### config.mk
export PLATFORM = sky130hd
export DESIGN_NAME = alu_share_arbiter
export DESIGN_NICKNAME = d
export VERILOG_FILES = /design/src/rtl/alu_share_arbiter.sv
export SDC_FILE = /design/constraint.sdc
export NUM_CORES = 1
export LEC_CHECK = 0
export CAP_MARGIN = 20
export CORE_AREA = 2 2 127 129
export CTS_CLUSTER_SIZE = 25
export DETAILED_ROUTE_END_ITERATION = 6
export DIE_AREA = 0 0 129 131
export GPL_ROUTABILITY_DRIVEN = 1
export PLACE_DENSITY = 0.73
export SLEW_MARGIN = 20
export SYNTH_ARGS = -nofsm -noshare
export SYNTH_HDL_FRONTEND = slang
export SYNTH_SLANG_ARGS = --single-unit
### constraint.sdc
create_clock -name clk -period 6.41 [get_ports clk]
set_clock_uncertainty 0.2 [all_clocks]
set_input_delay 1.923 -clock clk [delete_from_list [all_inputs] [get_ports clk]]
set_output_delay 1.923 -clock clk [all_outputs]
set_load 0.005 [all_outputs]
### src/rtl/alu_share_arbiter.sv
// Shares one combinational ALU between two requesters.
// Round-robin grant, registered operands, registered response.
module alu_share_arbiter #(
    parameter int DATA_W = 32,
    parameter int CTRL_W = 4,
    parameter int CNT_W  = 16
) (
    input  logic              clk,
    input  logic              rst_n,
    input  logic              req0_valid,
    input  logic              req1_valid,
    output logic              req0_ready,
    output logic              req1_ready,
    input  logic [DATA_W-1:0] req0_src_a,
    input  logic [DATA_W-1:0] req0_src_b,
    input  logic [DATA_W-1:0] req1_src_a,
    input  logic [DATA_W-1:0] req1_src_b,
    input  logic [CTRL_W-1:0] req0_alu_ctrl,
    input  logic [CTRL_W-1:0] req1_alu_ctrl,
    output logic              resp0_valid,
    output logic              resp1_valid,
    input  logic              resp0_ready,
    input  logic              resp1_ready,
    output logic [DATA_W-1:0] resp_data,
    output logic              resp_zero,
    output logic [DATA_W-1:0] alu_src_a,
    output logic [DATA_W-1:0] alu_src_b,
    output logic [CTRL_W-1:0] alu_ctrl,
    input  logic [DATA_W-1:0] alu_out,
    input  logic              alu_is_zero,
    output logic              busy,
    output logic [CNT_W-1:0]  op_count
);

    typedef enum logic [1:0] {
        IDLE,
        EXEC,
        RESP
    } state_t;

    state_t state_q;
    state_t state_d;

    logic last_grant;
    logic grant_id;
    logic grant_sel;
    logic grant_any;
    logic accept;
    logic resp_fire;

    // Arbitration: a tie goes to the port that did not win last time
    always_comb begin
        grant_any = req0_valid | req1_valid;
        grant_sel = 1'b0;
        if (req0_valid && req1_valid) begin
            grant_sel = ~last_grant;
        end else begin
            grant_sel = req1_valid;
        end
    end

    // Ready depends only on valids and state; held low during reset
    always_comb begin
        accept     = rst_n && (state_q == IDLE) && grant_any;
        req0_ready = accept && !grant_sel;
        req1_ready = accept && grant_sel;
        resp_fire  = (state_q == RESP) &&
                     (grant_id ? resp1_ready : resp0_ready);
        busy       = (state_q != IDLE);
    end

    // Next-state logic
    always_comb begin
        state_d = state_q;
        unique case (state_q)
            IDLE: begin
                if (accept) begin
                    state_d = EXEC;
                end
            end
            EXEC: begin
                state_d = RESP;
            end
            RESP: begin
                if (resp_fire) begin
                    state_d = IDLE;
                end
            end
            default: begin
                state_d = IDLE;
            end
        endcase
    end

    // State register
    always_ff @(posedge clk or negedge rst_n) begin
        if (!rst_n) begin
            state_q <= IDLE;
        end else begin
            state_q <= state_d;
        end
    end

    // Grant bookkeeping and operand registers, loaded at grant time
    always_ff @(posedge clk or negedge rst_n) begin
        if (!rst_n) begin
            last_grant <= 1'b1;
            grant_id   <= 1'b0;
            alu_src_a  <= '0;
            alu_src_b  <= '0;
            alu_ctrl   <= '0;
        end else if (accept) begin
            last_grant <= grant_sel;
            grant_id   <= grant_sel;
            alu_src_a  <= grant_sel ? req1_src_a : req0_src_a;
            alu_src_b  <= grant_sel ? req1_src_b : req0_src_b;
            alu_ctrl   <= grant_sel ? req1_alu_ctrl : req0_alu_ctrl;
        end
    end

    // Result capture after the ALU has settled for one cycle
    always_ff @(posedge clk or negedge rst_n) begin
        if (!rst_n) begin
            resp_data <= '0;
            resp_zero <= 1'b0;
        end else if (state_q == EXEC) begin
            resp_data <= alu_out;
            resp_zero <= alu_is_zero;
        end
    end

    // Registered response valids, steered by the recorded grant
    always_ff @(posedge clk or negedge rst_n) begin
        if (!rst_n) begin
            resp0_valid <= 1'b0;
            resp1_valid <= 1'b0;
        end else begin
            resp0_valid <= (state_d == RESP) && !grant_id;
            resp1_valid <= (state_d == RESP) && grant_id;
        end
    end

    // Completed-operation counter, wraps naturally
    always_ff @(posedge clk or negedge rst_n) begin
        if (!rst_n) begin
            op_count <= '0;
        end else if (resp_fire) begin
            op_count <= op_count + CNT_W'(1);
        end
    end

endmodule

==> results of run 1 <==
## power by group through the flow
stage / Sequential (mW) / Combinational, mW / Clock, mW
3_5_place_dp: 1.34 / 1.45 / 0
5_1_grt: 1.37 / 1.56 / 1.20
3_3_place_gp: 1.32 / 1.42 / 0
6_report: 1.33 / 1.42 / 1.14
2_1_floorplan: 1.34 / 0.485 / 0
4_1_cts: 1.33 / 1.45 / 1.16
## tightest hold or removal path: cells and delay by family (launching register included)
family	cells	cell delay [ps]
DFF	1	330
and+or+nand+nor	1	40
AOI/OAI and AO/OA	1	60
## through the flow
stage | area, µm² | util [%] | hold slack, ps | setup WS [ps]
after detailed placement | 8470 | 54.3 | 268 | 803
after CTS | 9180 | 58.9 | 281 | 805
after global routing | 9180 | 58.9 | 298 | 720
after global placement | 8470 | 54.3 | 262 | 852
after floorplan | 5310 | - | 246 | 1550
final | 9180 | 58.9 | 274 | 815
## layout by cell type (no fill, tap or decap)
cell type,Yosys,final
clkbuf_8,0,3
nand2_1,77,77
and2_1,1,1
nor2b_1,3,3
mux2i_1,68,68
and4_2,1,1
clkdlybuf4s50_1,0,295
nand4_1,6,6
clkinv_4,0,2
dfrtp_1,122,122
nor2_1,3,3
a21o_1,2,2
nand3_1,3,3
mux2_2,34,34
clkinvlp_4,0,1
nand2b_1,3,3
o21ai_0,69,69
inv_1,2,2
a21boi_4,0,1
dfstp_2,1,1
bufinv_16,0,7
xor2_1,6,6
clkbuf_1,13,2
and3_1,4,4
nor3_1,4,4
nor4_4,1,1
xnor2_1,9,9
buf_4,7,8
ha_1,1,1
clkbuf_16,0,17
or3_4,1,1
nand3_2,1,1
o211ai_4,0,1
## area by class of cell
type | count | area, µm²
clock inverter | 10 | 235
inverter | 2 | 7.51
multi-input combinational | 299 | 2100
tap | 216 | 270
fill | 1289 | 6420
sequential | 123 | 3080
timing repair buffer | 303 | 3010
clock buffer | 22 | 474
## worst paths after layout
check | endpoint | cells after the start
min reg2reg | alu_src_a[24] | 2
max reg2reg | alu_src_a[5] | 5
min | alu_src_a[24] | 2
min in group asynchronous | resp_zero | 2
max | req1_ready | 4
max in group asynchronous | alu_src_a[27] | 3
## cell usage after synthesis
cell	n
mux2_2	34
ha_1	1
nor4_4	1
dfstp_2	1
a21o_1	2
nor2b_1	3
nand3_1	3
and4_2	1
buf_2	7
a21boi_0	1
xor2_1	6
buf_4	7
o211ai_2	1
o21ai_0	69
mux2i_1	68
buf_1	2
nand3_2	1
dfrtp_1	122
or3_4	1
nand2_1	77
clkbuf_1	13
xnor2_1	9
and3_1	4
nor2_1	3
and2_1	1
nand4_1	6
nor3_1	4
inv_1	2
nand2b_1	3
## kinds of logic after synthesis
group / count (synthesis)
muxes: 102
adders and majority gates: 1
DFF: 123
AOI/OAI and AO/OA: 73
and+or+nand+nor: 108
buffers and inverters: 31
xor gates and xnor gates: 15
## layer usage
metal	GRT usage, %	vias to the layer above
li1	-	2153
met5	0	-
met4	8.18	0
met3	6.43	25
met2	29.8	218
met1	20.4	2058
## sequential cells by signal (all words and copies together) (netlist names)
signal       count
alu_ctrl         4
last_grant       1
grant_id         1
state_q          2
resp_zero        1
resp_data       32
resp0_valid      1
op_count        16
alu_src_a       32
resp1_valid      1
alu_src_b       32
==> qor.csv, run 1 <==
metric,value,unit
detailed placement HPWL,11600,µm
Worst Setup SP,req1_valid,
Post-Synth XOR/XNOR Area,2.47,%
Clock power frac,29.3,%
top fanout value on the critical path,4,
# setup viols final,0,
mux cell area share after synthesis,20.0,%
Worst Tran Pin Value,893,ps
slowest CP cell,clkdlybuf4s50_1,
ANT nets after route,0,
Clock Tree Root,clkbuf_16,
CTS tree,built,
cell area after synthesis,0.00531,mm²
Post-Syn Nets,629,
Avg WL per Cell,15.4,µm
Inserted Diodes,0,
CP bufs+invs,2,
IO Pins,297,
top-area cell type share of the netlist area,57.5,%
CP peak stage delay,560,ps
antenna violations before repair,0,
post-synthesis sequential area ratio,58.0,%
met1 WL,5670,µm
overall routing resource usage,17.8,%
min Tclk post-route,5590,ps
Iter 0 DRT Violations,179,
DR top layer,met4,
Pre-Repair DR Iteration Count,5,
PortBufs,296,
crit-path cells,clkdlybuf4s50_1 -> a21boi_4 -> nor2b_1 -> clkdlybuf4s50_1,
adder-cell area share of the yosys netlist,0.236,%
# rows,46,
Max Cap Viol,0,
Cell variety after synth,29,
# resized after CTS,0,
Die Area,0.0169,mm²
vias,4454,
crit-path leading delay family,buffers and inverters,
Non-Filler Instances,975,
endpoints failing hold,0,
routability cong.,0.763,
CTS Buffer Depth,2,
Final Power,3.89,mW
Ys Warns,0,
Synth Area per Inst,11.7,µm²
DRC viols,0,
ratio of cells with drive above 1 in the final layout,10.4,%
relative slew slack,40.5,%
initial core utilization,34.1,%
vias per cell,4.57,
Compound-Gate Fraction of Synth Area,7.16,%
PD cells,423,mW/mm²
sequential power share,34.1,%
RSZ-0062 raised after global routing,false,
Tcrit/Tclk final,87.3,%
largest family of logic cells by synthesized area,multiplexers,
status,completed,
largest net degree at the start of global routing,106,
CP startpoint kind,input port,
Die H,131,µm
hold buffers post-CTS,0,
switching part of the total power,27.3,%
met3 WL,1450,µm
Reg2Reg Setup Slack,4110,ps
met2 wire length,7550,µm
Psw,1.06,mW
Leakage,3.97,nW
most prevalent standard cell on the critical path,clkdlybuf4s50_1,
"Reg clk slew, reported paths",50,ps
Placed Cells,943,
Synth area leader,dfrtp_1,
Core Area,0.0156,mm²
Worst EP required,4290,ps
Overflow after GRT,0,
total length of routed wires,15000,µm
Hold Path Origin,alu_src_a[24],
Synth Instances,453,
Clock Latency Late Sink,410,ps
CTS HTree Levels,4,
main area contributors after synthesis,"dfrtp_1, mux2i_1, mux2_2",
Num CTS Buffers,17,
vias in the first global route,4436,
Die Wd,129,µm
fin. max-slew vios,0,
Area growth syn-to-layout,72.8,%
critical path type,in -> out,
Tightest Hold Check Type,reg -> reg,
fin nets,922,
worst reg2reg path startpoint,state_q[0],
setup tns final,0,ps
Sink Count,123,
maximum clock frequency,0.179,GHz
Internal,2.82,mW
first-pass GRT wire length,22800,µm
CP Data Arrival Time,3470,ps
Simple-Gate Fraction of Synth Area,9.30,%
Peak VDD IR,186,µV
Post-CTS Setup Inserts,0,
crit path capture type,output port,
Seq cells post-synth,123,
Comb pwr share,36.6,%
Power figures use the tool's default switching activity.
==> inputs of run 2 (changes only) <==
Settings changed: CTS_CLUSTER_DIAMETER from default to 30.
==> results of run 2 <==
Same layout as run 1: the final DEF is identical, and so are final timing and power.
